File: config.mk
export PLATFORM = sky130hd
export DESIGN_NAME = peripheral_apb4_arbiter
export DESIGN_NICKNAME = d
export VERILOG_FILES = /design/src/rtl/peripheral_apb4_arbiter.sv
export SDC_FILE = /design/constraint.sdc
export NUM_CORES = 1
export LEC_CHECK = 0
export CAP_MARGIN = 20
export CORE_AREA = 5 5 159 161
export CTS_BUF_LIST = sky130_fd_sc_hd__clkbuf_4 sky130_fd_sc_hd__clkbuf_8
export DETAILED_ROUTE_END_ITERATION = 8
export DIE_AREA = 0 0 164 166
export GPL_ROUTABILITY_DRIVEN = 0
export HOLD_SLACK_MARGIN = 0.06
export PLACE_DENSITY = 0.77
export SKIP_CTS_REPAIR_TIMING = 1
export SLEW_MARGIN = 20
export SYNTH_ARGS = -nofsm -noshare
export SYNTH_HDL_FRONTEND = slang
export SYNTH_SLANG_ARGS = --single-unit
File: constraint.sdc
create_clock -name PCLK -period 2.56 [get_ports PCLK]
set_input_delay 0.384 -clock PCLK [delete_from_list [all_inputs] [get_ports PCLK]]
set_output_delay 0.384 -clock PCLK [all_outputs]
set_load 0.005 [all_outputs]
File: src/rtl/peripheral_apb4_arbiter.sv
// Round-robin arbiter that serialises single read/write commands from NREQ
// requesters onto one APB4 completer, returning a one-cycle response pulse.
module peripheral_apb4_arbiter #(
  parameter int unsigned NREQ    = 4,
  parameter int unsigned TIMEOUT = 16
) (
  input  logic                 PCLK,
  input  logic                 PRESETn,
  input  logic [NREQ-1:0]      req_valid,
  output logic [NREQ-1:0]      req_ready,
  input  logic [NREQ-1:0]      req_write,
  input  logic [NREQ*32-1:0]   req_addr,
  input  logic [NREQ*32-1:0]   req_wdata,
  output logic [NREQ-1:0]      rsp_valid,
  output logic [31:0]          rsp_rdata,
  output logic                 rsp_err,
  output logic [31:0]          PADDR,
  output logic                 PWRITE,
  output logic [31:0]          PWDATA,
  output logic [3:0]           PSTRB,
  output logic [2:0]           PPROT,
  output logic                 PSEL,
  output logic                 PENABLE,
  input  logic [31:0]          PRDATA,
  input  logic                 PREADY,
  input  logic                 PSLVERR
);

  localparam int unsigned IDXW = (NREQ < 2) ? 1 : $clog2(NREQ);
  localparam int unsigned CNTW = (TIMEOUT < 2) ? 1 : $clog2(TIMEOUT + 1);
  localparam logic [CNTW-1:0] CNT_LAST = (TIMEOUT == 0) ? CNTW'(0) : CNTW'(TIMEOUT - 1);

  typedef enum logic [1:0] {
    S_IDLE   = 2'd0,
    S_SETUP  = 2'd1,
    S_ACCESS = 2'd2
  } state_t;

  state_t            state;
  logic [IDXW-1:0]   last;
  logic [CNTW-1:0]   wait_cnt;
  logic [IDXW-1:0]   grant;
  logic              grant_vld;
  logic [IDXW-1:0]   scan_idx;

  // Round-robin scan starting one past the previous owner, with wrap.
  always_comb begin
    grant     = last;
    grant_vld = 1'b0;
    scan_idx  = '0;
    for (int unsigned off = 1; off <= NREQ; off++) begin
      scan_idx = IDXW'((32'(last) + off) % NREQ);
      if (!grant_vld && req_valid[scan_idx]) begin
        grant     = scan_idx;
        grant_vld = 1'b1;
      end
    end
  end

  assign req_ready = (state == S_IDLE && grant_vld) ? (NREQ'(1) << grant) : '0;
  assign PPROT     = 3'b000;

  // Sequencer: IDLE -> SETUP -> ACCESS (wait/timeout) -> IDLE with response pulse.
  always_ff @(posedge PCLK or negedge PRESETn) begin
    if (!PRESETn) begin
      state     <= S_IDLE;
      last      <= IDXW'(NREQ - 1);
      wait_cnt  <= '0;
      PSEL      <= 1'b0;
      PENABLE   <= 1'b0;
      PWRITE    <= 1'b0;
      PADDR     <= '0;
      PWDATA    <= '0;
      PSTRB     <= '0;
      rsp_valid <= '0;
      rsp_rdata <= '0;
      rsp_err   <= 1'b0;
    end else begin
      rsp_valid <= '0;
      unique case (state)
        S_IDLE: begin
          if (grant_vld) begin
            state   <= S_SETUP;
            last    <= grant;
            PSEL    <= 1'b1;
            PENABLE <= 1'b0;
            PADDR   <= req_addr[32*grant +: 32];
            PWDATA  <= req_wdata[32*grant +: 32];
            PWRITE  <= req_write[grant];
            PSTRB   <= req_write[grant] ? 4'hF : 4'h0;
          end
        end
        S_SETUP: begin
          state    <= S_ACCESS;
          PENABLE  <= 1'b1;
          wait_cnt <= '0;
        end
        S_ACCESS: begin
          if (PREADY) begin
            state     <= S_IDLE;
            PSEL      <= 1'b0;
            PENABLE   <= 1'b0;
            rsp_valid <= NREQ'(1) << last;
            rsp_rdata <= PWRITE ? 32'h0 : PRDATA;
            rsp_err   <= PSLVERR;
          end else if (TIMEOUT != 0 && wait_cnt == CNT_LAST) begin
            // Completer never answered: abandon the transfer and report an error.
            state     <= S_IDLE;
            PSEL      <= 1'b0;
            PENABLE   <= 1'b0;
            rsp_valid <= NREQ'(1) << last;
            rsp_rdata <= 32'h0;
            rsp_err   <= 1'b1;
          end else begin
            wait_cnt <= wait_cnt + CNTW'(1);
          end
        end
        default: state <= S_IDLE;
      endcase
    end
  end

endmodule

# Word level (Yosys, flattened, before mapping)
# Index checks and enable logic that the tools add are counted.
# W data, S select, Z words.
# totals
elab_cells	92
inputBits	300
reg_bits	117
# classes
eq_ne	7
shifts	4
n_reduce_logical	18
order_cmp	5
muxes	41
addsub	5
# ops
op	n
$shiftx A128 B8 Y32	2
$mux W32	3
$mux W4	5
$lt A2 B3 Y1 const B	5
$mux W1	15
$mux W2	7
$bmux W1 S2	5
$mux W5	2
$pmux W5 S2	1
$reduce_and A3 Y1	3
$shl A1 B2 Y4 const A	2
$ne A2 B2 Y1 const B	3
$pmux W2 S3	1
$reduce_and A2 Y1	3
$reduce_bool A2 Y1	3
$add A5 B1 Y5 const B	1
$eq A5 B4 Y1 const B	1
$add A2 B1 Y2 const B	2
$add A2 B2 Y2 const B	2
$logic_and A1 B1 Y1	4
$logic_not A1 Y1	3
$ne A3 B3 Y1 const B	1
$pmux W1 S3	1
$reduce_bool A3 Y1	1
other kinds (4)	4

# Longest topological paths before layout
# Gate-level depths: netlist (run 1).
# logic_depth
word_depth	16
depth_mapped	10
ltp_nobuf	8

# Worst setup path before layout (run 1)
# Ideal clock, no wire load.
# synth_path
path_type	flip-flop to output port
from	reg last[0]
to	out req_ready[0]
path_slack_ps	-215
stages_incl_launch_ff	9
path_buffers	2
arrival_time_ps	2391
path_cell_list	dfstp_2 > buf_2 > inv_1 > ha_1 > a211oi_1 > a32o_1 > o41a_2 > clkbuf_1 > nor3_1
# synth_between
elab_chain_cells	15
# synth_rtl
item	line	rtl
start: declaration	40	logic [IDXW-1:0] last;
start signal: assignment	67	last <= IDXW'(NREQ - 1);
start signal: assignment	84	last <= grant;
$add A2 B1 Y2	52	scan_idx = IDXW'((32'(last) + off) % NREQ);
$bmux W1 S2	53	if (!grant_vld && req_valid[scan_idx]) begin
$mux W1 (implied by the code)	53	
$mux W1	53	
$logic_not A1 Y1	53	
$logic_and A1 B1 Y1	53	
$mux W1	53	
$logic_not A1 Y1	53	
$logic_and A1 B1 Y1	53	
$mux W1	53	
$logic_not A1 Y1	53	
$logic_and A1 B1 Y1	53	
$mux W2 / $mux W1 (equally long branches)	53	
$shl A1 B2 Y4 / $logic_and A1 B1 Y1 (equally long branches)	60	assign req_ready = (state == S_IDLE && grant_vld) ? (NREQ'(1) << grant) : '0;
$mux W4 (*)	60	
end: declaration	10	output logic [NREQ-1:0] req_ready,
# Mark *: on every way between the ends. The rest lies on a longest branch, timed or not. The select of a mux whose other input is x is not followed.

# Worst setup path in the final report (run 1)
# layout_path
from	reg last[1]
to	out req_ready[3]
# The elaborated chain is that of the path after synthesis.

==> parameters.txt, run 1 <==
Parameter                              Value

Yosys
  Mux contribution to synthesized area    0.00894
  Post-synthesis share of cell area spent on full adders, half adders and majority gates    0.0109
  Register bit count reported by yosys    roughly 110
  Post-Synth XOR/XNOR Area    0
  Cell count after synthesis    around 730
  Share of flip-flops with an asynchronous set or reset after synthesis    1.00
  Average cell area after synthesis    9.37 µm²
  Largest area contributor in the netlist    sky130_fd_sc_hd__dfrtp_1
  Most repeated cell in the gate-level netlist after synthesis    sky130_fd_sc_hd__and3_1
  Total number of yosys warnings    0
  Prevailing post-synth register cell    sky130_fd_sc_hd__dfrtp_1
  Sequential cell area fraction in the yosys report    0.413
  Cell Area, Synth    approximately 0.007 mm²
  Yosys cell types    40
  Area share of the leading cell type in the synthesized netlist    0.405
  Cell types with the highest counts after synthesis    131 x sky130_fd_sc_hd__and3_1, 111 x sky130_fd_sc_hd__dfrtp_1, 101 x sky130_fd_sc_hd__a211oi_1, 76 x sky130_fd_sc_hd__nand2_1, 65 x sky130_fd_sc_hd__o31ai_1
  Dominant cells by area after synthesis    sky130_fd_sc_hd__dfrtp_1 40%, sky130_fd_sc_hd__and3_1 12%, sky130_fd_sc_hd__a211oi_1 11%, sky130_fd_sc_hd__o31ai_1 7.1%, sky130_fd_sc_hd__a211oi_2 5.5%
  Main combinational cell family by area after synthesis    compound AO/OA/AOI/OAI gates
  Compound-Gate Fraction of Synth Area    0.310
  Post-synth EDFFs    0
  Basic-gate share of the synthesized area counting and, or, nand and nor cells    0.188

Timing
  Slew headroom    0.525
  Min Clock Period, post-route    ~3000 ps
  Period utilization    1.17
  Skew final    around 14 ps
  Final count of pins violating max slew    0
  Tightest Pin Transition    roughly 700 ps
  Count of endpoints failing hold in the final timing report    0
  Final Worst Setup Slack    -432 ps
  Worst hold margin    a little under 400 ps
  Number of endpoints failing setup at the final stage    67
  Setup repair after global routing missed its margin    true
  Fmax    about 0.33 GHz

Route
  Drt first-iter violations    just under 500
  Number of vias after detailed routing    just over 8000
  Number of remaining DRC errors    0
  Drt wl/cell    between 20 and 25 µm
  Final wirelength    roughly 33000 µm
  Via count normalized by instance count    approximately 5.4
  Remaining number of nets flagged by the antenna check after routing    0
  Number of detailed-route iterations in the first pass    5

Finish
  Footprint of the flip-flops and latches    around 0.0028 mm²
  Total Nets Final    around 1500
  Combined area of the multi-input logic cells    0.00420 mm²
  Fill count    approximately 2100
  Growth of design area from synthesis to finish    93.8%
  Fraction of layout cells with a size suffix above 1    0.226

Clock network
  CTS H-tree lvls    4
  Maximum buffer depth of the clock tree    2
  Clock network latency to the later pin of the worst-skew pair    between 400 and 500 ps
  Root cell of the clock tree    sky130_fd_sc_hd__clkbuf_8
  Sink Count    around 110
  Clock tree from TritonCTS    yes
  Number of CTS-inserted buffers    17
  Clock transition at path regs    80 ps

Placement
  Post-placement setup slack    -518 ps
  Port Buffer Count    411
  Post-DP HPWL    roughly 22000 µm

Power and ir drop
  Highest ir drop seen on vdd    around 0.00091 V
  Pwr/cell area    1450 mW/mm²
  Cell leakage power    about 0.0056 µW

Worst setup path
  Req. time, crit path    2180 ps
  Type of the worst setup path    flip-flop to output pin
  Startpoint kind of the worst setup timing path    flip-flop
  Crit-path max FO    5
  Critical Path End Type    output pin
  Data arrival time of the critical path    around 2600 ps

Floorplanning
  Initial Util    0.288
  Die height    approximately 170 µm
  Total number of placement rows    57
  Floorplan die area    about 0.027 mm²
  Total core area    ~0.024 mm²
  Count of pins on the block boundary    roughly 420
  Horizontal extent of the die    164 µm

Job
  Max Cap Viol    0

Hold path
  Worst min-delay path category    input port to asynchronous set/reset pin

Global route
  Number of antenna violations at the first check in global routing    2
  Via count of the first global-routing pass    between 7000 and 8000
  Overall routing resource usage    0.197
  Largest net degree at the start of global routing    between 70 and 80
  Total congestion overflow after global routing    0
  First-pass GRT wire length    approximately 43000 µm

Run status
  Status    finished with violations
  Violations in the final reports    setup timing
==> layout by cell type (no fill, tap or decap), drive strengths merged, types with 2 or more instances in the layout <==
cell and instances:
o211ai 2, clkdlybuf4s50 406, clkinvlp 3, o21ai 14
o31ai 65, nor3 8, nor2b 4, nand4 2
buf 86, nor2 16, dfrtp 111, a211oi 131
mux2i 5, ha 6, a32o 2, nand2 77
and3 131, bufinv 2, clkinv 7, conb 3
dfstp 2, a22o 32, inv 11, a22oi 2
clkbuf 33, a21oi 4, a31oi 3
==> metrics by stage <==
stage	power, µW	utilization	instances	setup TNS (ps)	area, µm²
6_report	19300	0.558	1505	-13350	13300
3_3_place_gp	12800	0.481	1426	-24590	11500
4_1_cts	14800	0.498	1458	-11300	11900
2_1_floorplan	8950	-	734	0	6910
3_5_place_dp	13000	0.481	1426	-28470	11500
5_1_grt	20400	0.558	1505	-18280	13300
==> logic make-up after synthesis <==
| logic type | after synthesis |
|---|---|
| compound gates | 259 |
| fa+ha+maj | 6 |
| buf+inv | 103 |
| flops | 113 |
| mux | 6 |
| other cells | 1 |
| simple gates | 244 |
==> area by class of cell <==
type / instances / area share
diodes: 1 / 0.000188
clock buffers: 19 / 0.0192
clock inverters: 13 / 0.0104
inverters: 10 / 0.00282
multi-input cells: 518 / 0.316
flip-flops and latches: 113 / 0.213
well taps: 324 / 0.0305
repair buffers: 507 / 0.408
==> per-layer routing <==
metal  part of all wire  wire, µm  vias to the layer above  track usage
li1                   -         -                     3655            -
met3              0.087      2920                       69       0.0613
met5            0.00039        13                        -            0
met1               0.39     12900                     3928        0.236
met2               0.50     16600                      439        0.335
met4              0.032      1060                        2       0.0653
==> critical path: stages (launching register included) <==
cell and delay, ps:
sky130_fd_sc_hd__dfstp_2 610, sky130_fd_sc_hd__inv_2 70, sky130_fd_sc_hd__ha_4 260, sky130_fd_sc_hd__buf_6 130, sky130_fd_sc_hd__o21ai_2 50, sky130_fd_sc_hd__a21oi_2 60
sky130_fd_sc_hd__buf_4 140, sky130_fd_sc_hd__o41ai_4 500, sky130_fd_sc_hd__buf_4 200, sky130_fd_sc_hd__nor3_2 30, sky130_fd_sc_hd__buf_2 130
==> report_power, final <==
part / switching [µW] / total, µW / internal (µW)
logic: 7090 / 14400 / 7310
clock network: 845 / 1750 / 902
registers: 535 / 3160 / 2630
total: 8470 / 19300 / 10800
==> path summary, 6_finish.rpt <==
path | start | end | slack (ps) | cells after the start
hold reg to reg | PSEL | PSEL | 480 | 2
setup / recovery | last[1] | req_ready[3] | -430 | 10
setup reg to reg | last[1] | PWDATA[23] | -260 | 13
hold / removal | PRESETn | rsp_rdata[0] | 390 | 2
max in group asynchronous | PRESETn | PADDR[3] | 1380 | 3
min in group PCLK | PSEL | PSEL | 480 | 2
==> flip-flops by register name, indices dropped and copies added (netlist names), 2 cells and up <==
signal     cells
PADDR         32
PWDATA        32
rsp_rdata     32
wait_cnt       5
rsp_valid      4
last           2
state          2
(Power assumes the default switching activity.)
==> run 2: changes to the inputs <==
--- a/config.mk
+++ b/config.mk
@@ -5,11 +5,12 @@
 export SDC_FILE = /design/constraint.sdc
 export NUM_CORES = 1
 export LEC_CHECK = 0
+export ABC_AREA = 1
 export CAP_MARGIN = 20
-export CORE_AREA = 5 5 159 161
-export CTS_BUF_LIST = sky130_fd_sc_hd__clkbuf_4 sky130_fd_sc_hd__clkbuf_8
+export CORE_AREA = 5 5 160 162
+export CTS_BUF_LIST = sky130_fd_sc_hd__clkbuf_8
 export DETAILED_ROUTE_END_ITERATION = 8
-export DIE_AREA = 0 0 164 166
+export DIE_AREA = 0 0 165 167
 export GPL_ROUTABILITY_DRIVEN = 0
 export HOLD_SLACK_MARGIN = 0.06
 export PLACE_DENSITY = 0.77
==> run 2 against run 1 <==
  * Synthesized area grew 2.9%
  * Cell count grew 14%
  * The run still ends with setup timing left
  * Largest cell class unchanged
  * First-iteration DRC count grew 26%
  * Die area grew 1.2%
  * Flip-flop and latch count is the same
  * Worst hold slack lost 2.1 ps
  * Total power shrank 9.0%
  * Combinational power shrank 12%
==> parameters.txt, run 2 <==
Parameter                              Value

Timing
  Skew final    14.0 ps (was 14.2 ps)
  Fmax    0.383 GHz (was 0.334 GHz)
  Tightest Pin Transition    659 ps (was 712 ps)
  Min Clock Period, post-route    2610 ps (was 2990 ps)
  Slew headroom    0.560 (was 0.525)
  Sum of negative setup slack    -48.9 ps (was -13350 ps)
  Period utilization    1.02 (was 1.17)
  Setup repair after global routing missed its margin    true (unchanged)
  Final count of pins violating max slew    0 (unchanged)
  Number of endpoints failing setup at the final stage    1 (was 67)
  Count of endpoints failing hold in the final timing report    0 (unchanged)
  Final Worst Setup Slack    -48.9 ps (was -432 ps)

Placement
  Number of cells after detailed placement    1681 (was 1426)
  Placed Area    0.0114 mm² (was 0.0115 mm²)
  Post-DP HPWL    21800 µm (was 21600 µm)
  Port Buffer Count    411 (unchanged)

Route
  Final wirelength    29900 µm (was 33400 µm)
  Number of detailed-route iterations in the first pass    5 (unchanged)
  Number of remaining DRC errors    0 (unchanged)
  Routed wire length on met2    14600 µm (was 16600 µm)
  Uppermost metal layer occupied by signal nets    met4 (was met5)
  Drt first-iter violations    618 (was 490)
  Number of vias after detailed routing    8498 (was 8093)
  Met1 Routed Length    11500 µm (was 12900 µm)
  Via count normalized by instance count    4.94 (was 5.38)
  Remaining number of nets flagged by the antenna check after routing    0 (unchanged)
  Drt wl/cell    17.4 µm (was 22.2 µm)
  Routed met3 length    2860 µm (was 2920 µm)

Power and ir drop
  Switch share    0.502 (was 0.439)
  Proportion of power drawn by flip-flops and latches    0.182 (was 0.164)
  Cell leakage power    0.00556 µW (was 0.00557 µW)
  Highest ir drop seen on vdd    0.00164 V (was 0.000907 V)
  Net switching power    8820 µW (was 8470 µW)
  Pwr/cell area    1470 mW/mm² (was 1450 mW/mm²)
  Final Total Pwr    17600 µW (was 19300 µW)
  P_int    8740 µW (was 10800 µW)
  Clock network power share    0.099 (was 0.090)
  Power share of the combinational group    0.718 (was 0.746)

Yosys
  Sequential cell area fraction in the yosys report    0.401 (was 0.413)
  Largest area contributor in the netlist    sky130_fd_sc_hd__dfrtp_1 (unchanged)
  Register bit count reported by yosys    113 (unchanged)
  Share of flip-flops with an asynchronous set or reset after synthesis    1.00 (unchanged)
  Post-synth EDFFs    0 (unchanged)
  Post-Synth XOR/XNOR Area    0 (unchanged)
  Cell types with the highest counts after synthesis    420 x sky130_fd_sc_hd__nand2_1, 268 x sky130_fd_sc_hd__nand3_1, 111 x sky130_fd_sc_hd__dfrtp_1, 41 x sky130_fd_sc_hd__buf_2, 32 x sky130_fd_sc_hd__a32o_1 (was 131 x sky130_fd_sc_hd__and3_1, 111 x sky130_fd_sc_hd__dfrtp_1, 101 x sky130_fd_sc_hd__a211oi_1, 76 x sky130_fd_sc_hd__nand2_1, 65 x sky130_fd_sc_hd__o31ai_1)
  Post-synthesis share of cell area spent on full adders, half adders and majority gates    0.0106 (was 0.0109)
  Dominant cells by area after synthesis    sky130_fd_sc_hd__dfrtp_1 39%, sky130_fd_sc_hd__nand2_1 22%, sky130_fd_sc_hd__nand3_1 19%, sky130_fd_sc_hd__a32o_1 4.5%, sky130_fd_sc_hd__buf_2 2.9% (was sky130_fd_sc_hd__dfrtp_1 40%, sky130_fd_sc_hd__and3_1 12%, sky130_fd_sc_hd__a211oi_1 11%, sky130_fd_sc_hd__o31ai_1 7.1%, sky130_fd_sc_hd__a211oi_2 5.5%)
  Yosys cell types    26 (was 40)
  Average cell area after synthesis    7.06 µm² (was 9.37 µm²)
  Prevailing post-synth register cell    sky130_fd_sc_hd__dfrtp_1 (unchanged)
  Compound-Gate Fraction of Synth Area    0.0519 (was 0.310)
  Cell Area, Synth    0.00706 mm² (was 0.00686 mm²)
  Basic-gate share of the synthesized area counting and, or, nand and nor cells    0.445 (was 0.188)
  Main combinational cell family by area after synthesis    simple AND/OR/NAND/NOR gates (was compound AO/OA/AOI/OAI gates)
  Mux contribution to synthesized area    0 (was 0.00894)
  Area share of the leading cell type in the synthesized netlist    0.394 (was 0.405)
  Total number of yosys warnings    0 (unchanged)
  Most repeated cell in the gate-level netlist after synthesis    sky130_fd_sc_hd__nand2_1 (was sky130_fd_sc_hd__and3_1)
  Cell count after synthesis    1000 (was 732)

Run status
  Status    finished with violations (unchanged)
  Violations in the final reports    setup timing (unchanged)

Finish
  Fill count    2351 (was 2090)
  Final core utilization    0.500 (was 0.558)
  Combined area of the multi-input logic cells    0.00372 mm² (was 0.00420 mm²)
  Fraction of layout cells with a size suffix above 1    0.0817 (was 0.226)
  Antenna fix cells    0 (was 1)
  Most common library cell in the layout ignoring fill and taps    sky130_fd_sc_hd__nand2_1 (was sky130_fd_sc_hd__clkdlybuf4s50_1)
  Total Nets Final    1689 (was 1473)
  Most frequent cells in the layout    412 x sky130_fd_sc_hd__nand2_1, 406 x sky130_fd_sc_hd__clkdlybuf4s50_1, 266 x sky130_fd_sc_hd__nand3_1 (was 406 x sky130_fd_sc_hd__clkdlybuf4s50_1, 131 x sky130_fd_sc_hd__and3_1, 111 x sky130_fd_sc_hd__dfrtp_1)
  Largest registers    PADDR x32, PWDATA x32, rsp_rdata x32 (unchanged)
  Count of placed standard cells in the final layout, fillers left out    1720 (was 1505)
  Growth of design area from synthesis to finish    69.6% (was 93.8%)
  Footprint of the flip-flops and latches    0.00283 mm² (unchanged)
  Design Area, Final    0.0120 mm² (was 0.0133 mm²)

Global route
  Largest net degree at the start of global routing    96 (was 71)
  First-pass GRT wire length    44300 µm (was 42600 µm)
  Via count of the first global-routing pass    8100 (was 7546)
  Overall routing resource usage    0.204 (was 0.197)
  Number of antenna violations at the first check in global routing    0 (was 2)
  Total congestion overflow after global routing    0 (unchanged)

Worst setup path
  Type of the worst setup path    flip-flop to output pin (unchanged)
  Worst setup startpoint    last[0] (was last[1])
  Data arrival time of the critical path    2220 ps (was 2610 ps)
  Critical Path End Type    output pin (unchanged)
  Req. time, crit path    2180 ps (about the same)
  Crit-path max FO    4 (was 5)
  Startpoint kind of the worst setup timing path    flip-flop (unchanged)
  Reg-to-reg critical path startpoint    last[0] (was last[1])

Floorplanning
  Floorplan die area    0.0276 mm² (was 0.0272 mm²)
  Count of pins on the block boundary    415 (unchanged)
  Horizontal extent of the die    165 µm (was 164 µm)
  Total number of placement rows    57 (unchanged)
  Total core area    0.0240 mm² (was 0.0238 mm²)
  Initial Util    0.295 (was 0.288)
  Die height    167 µm (was 166 µm)

Job
  Max Cap Viol    0 (unchanged)

Clock network
  Root cell of the clock tree    sky130_fd_sc_hd__clkbuf_8 (unchanged)
  Sink Count    113 (unchanged)
  CTS H-tree lvls    4 (unchanged)
  Clock tree from TritonCTS    yes (unchanged)
  Number of CTS-inserted buffers    17 (unchanged)
  Clock transition at path regs    90 ps (was 80 ps)
  Maximum buffer depth of the clock tree    2 (unchanged)
  Clock network latency to the later pin of the worst-skew pair    430 ps (about the same)

Hold path
  Worst min-delay path category    input port to asynchronous set/reset pin (unchanged)
## run 2: cells by family (layout without fill, tap and decap cells)
kind of cell / count (synthesis) / after routing
simple gates: 728 / 728
flops: 113 / 113
other cells: 1 / 3
compound gates: 41 / 41
fa+ha+maj: 6 / 6
buf+inv: 111 / 505
## run 2: metal layers
layer	vias up	track usage
met5	-	0
met4	0	0.0712
met3	63	0.0677
met2	405	0.346
met1	3956	0.239
li1	4074	-
## run 2: path summary, 6_finish.rpt
path | end | slack, ps | cells after the start
worst max-delay path | req_ready[2] | -50 | 12
worst min-delay path | wait_cnt[4] | 390 | 2
worst max register to register | PADDR[25] | 100 | 13
worst min register to register | PSEL | 490 | 2
max in group asynchronous | rsp_rdata[24] | 1560 | 3
min in group PCLK | PSEL | 490 | 2
## run 2: per-stage QoR
stage / setup slack [ps] / hold WS [ps]
3_3_place_gp: -62.2 / 305
5_1_grt: -213 / 381
3_5_place_dp: -153 / 313
2_1_floorplan: 143 / 88.4
6_report: -48.9 / 390
4_1_cts: -649 / -167
## run 2: critical path, cell delays in order (launching register included)
cell	delay (ps)
sky130_fd_sc_hd__dfstp_2	580
sky130_fd_sc_hd__inv_6	40
sky130_fd_sc_hd__ha_4	310
sky130_fd_sc_hd__inv_4	60
sky130_fd_sc_hd__nand2_4	60
sky130_fd_sc_hd__nand2_4	70
sky130_fd_sc_hd__buf_4	130
sky130_fd_sc_hd__nand4_1	100
sky130_fd_sc_hd__nand2_4	80
sky130_fd_sc_hd__nor2_4	120
sky130_fd_sc_hd__inv_2	30
sky130_fd_sc_hd__nor2_1	100
sky130_fd_sc_hd__buf_2	120
## run 2: power by group through the flow
stage,Combinational [µW],Clock (µW),Sequential [µW]
floorplan,7690,0,3220
finish,12600,1750,3200
detailed placement,12200,0,3210
global placement,12100,0,3190
CTS,12300,1830,3200
global route,13900,1920,3300
## run 2: final cells by class
cell class,count,area share
inverter,24,0.00878
clock inverter,15,0.0136
tap,324,0.0339
multi-input combinational,778,0.311
timing repair buffer,449,0.377
clock buffer,17,0.0195
sequential,113,0.236
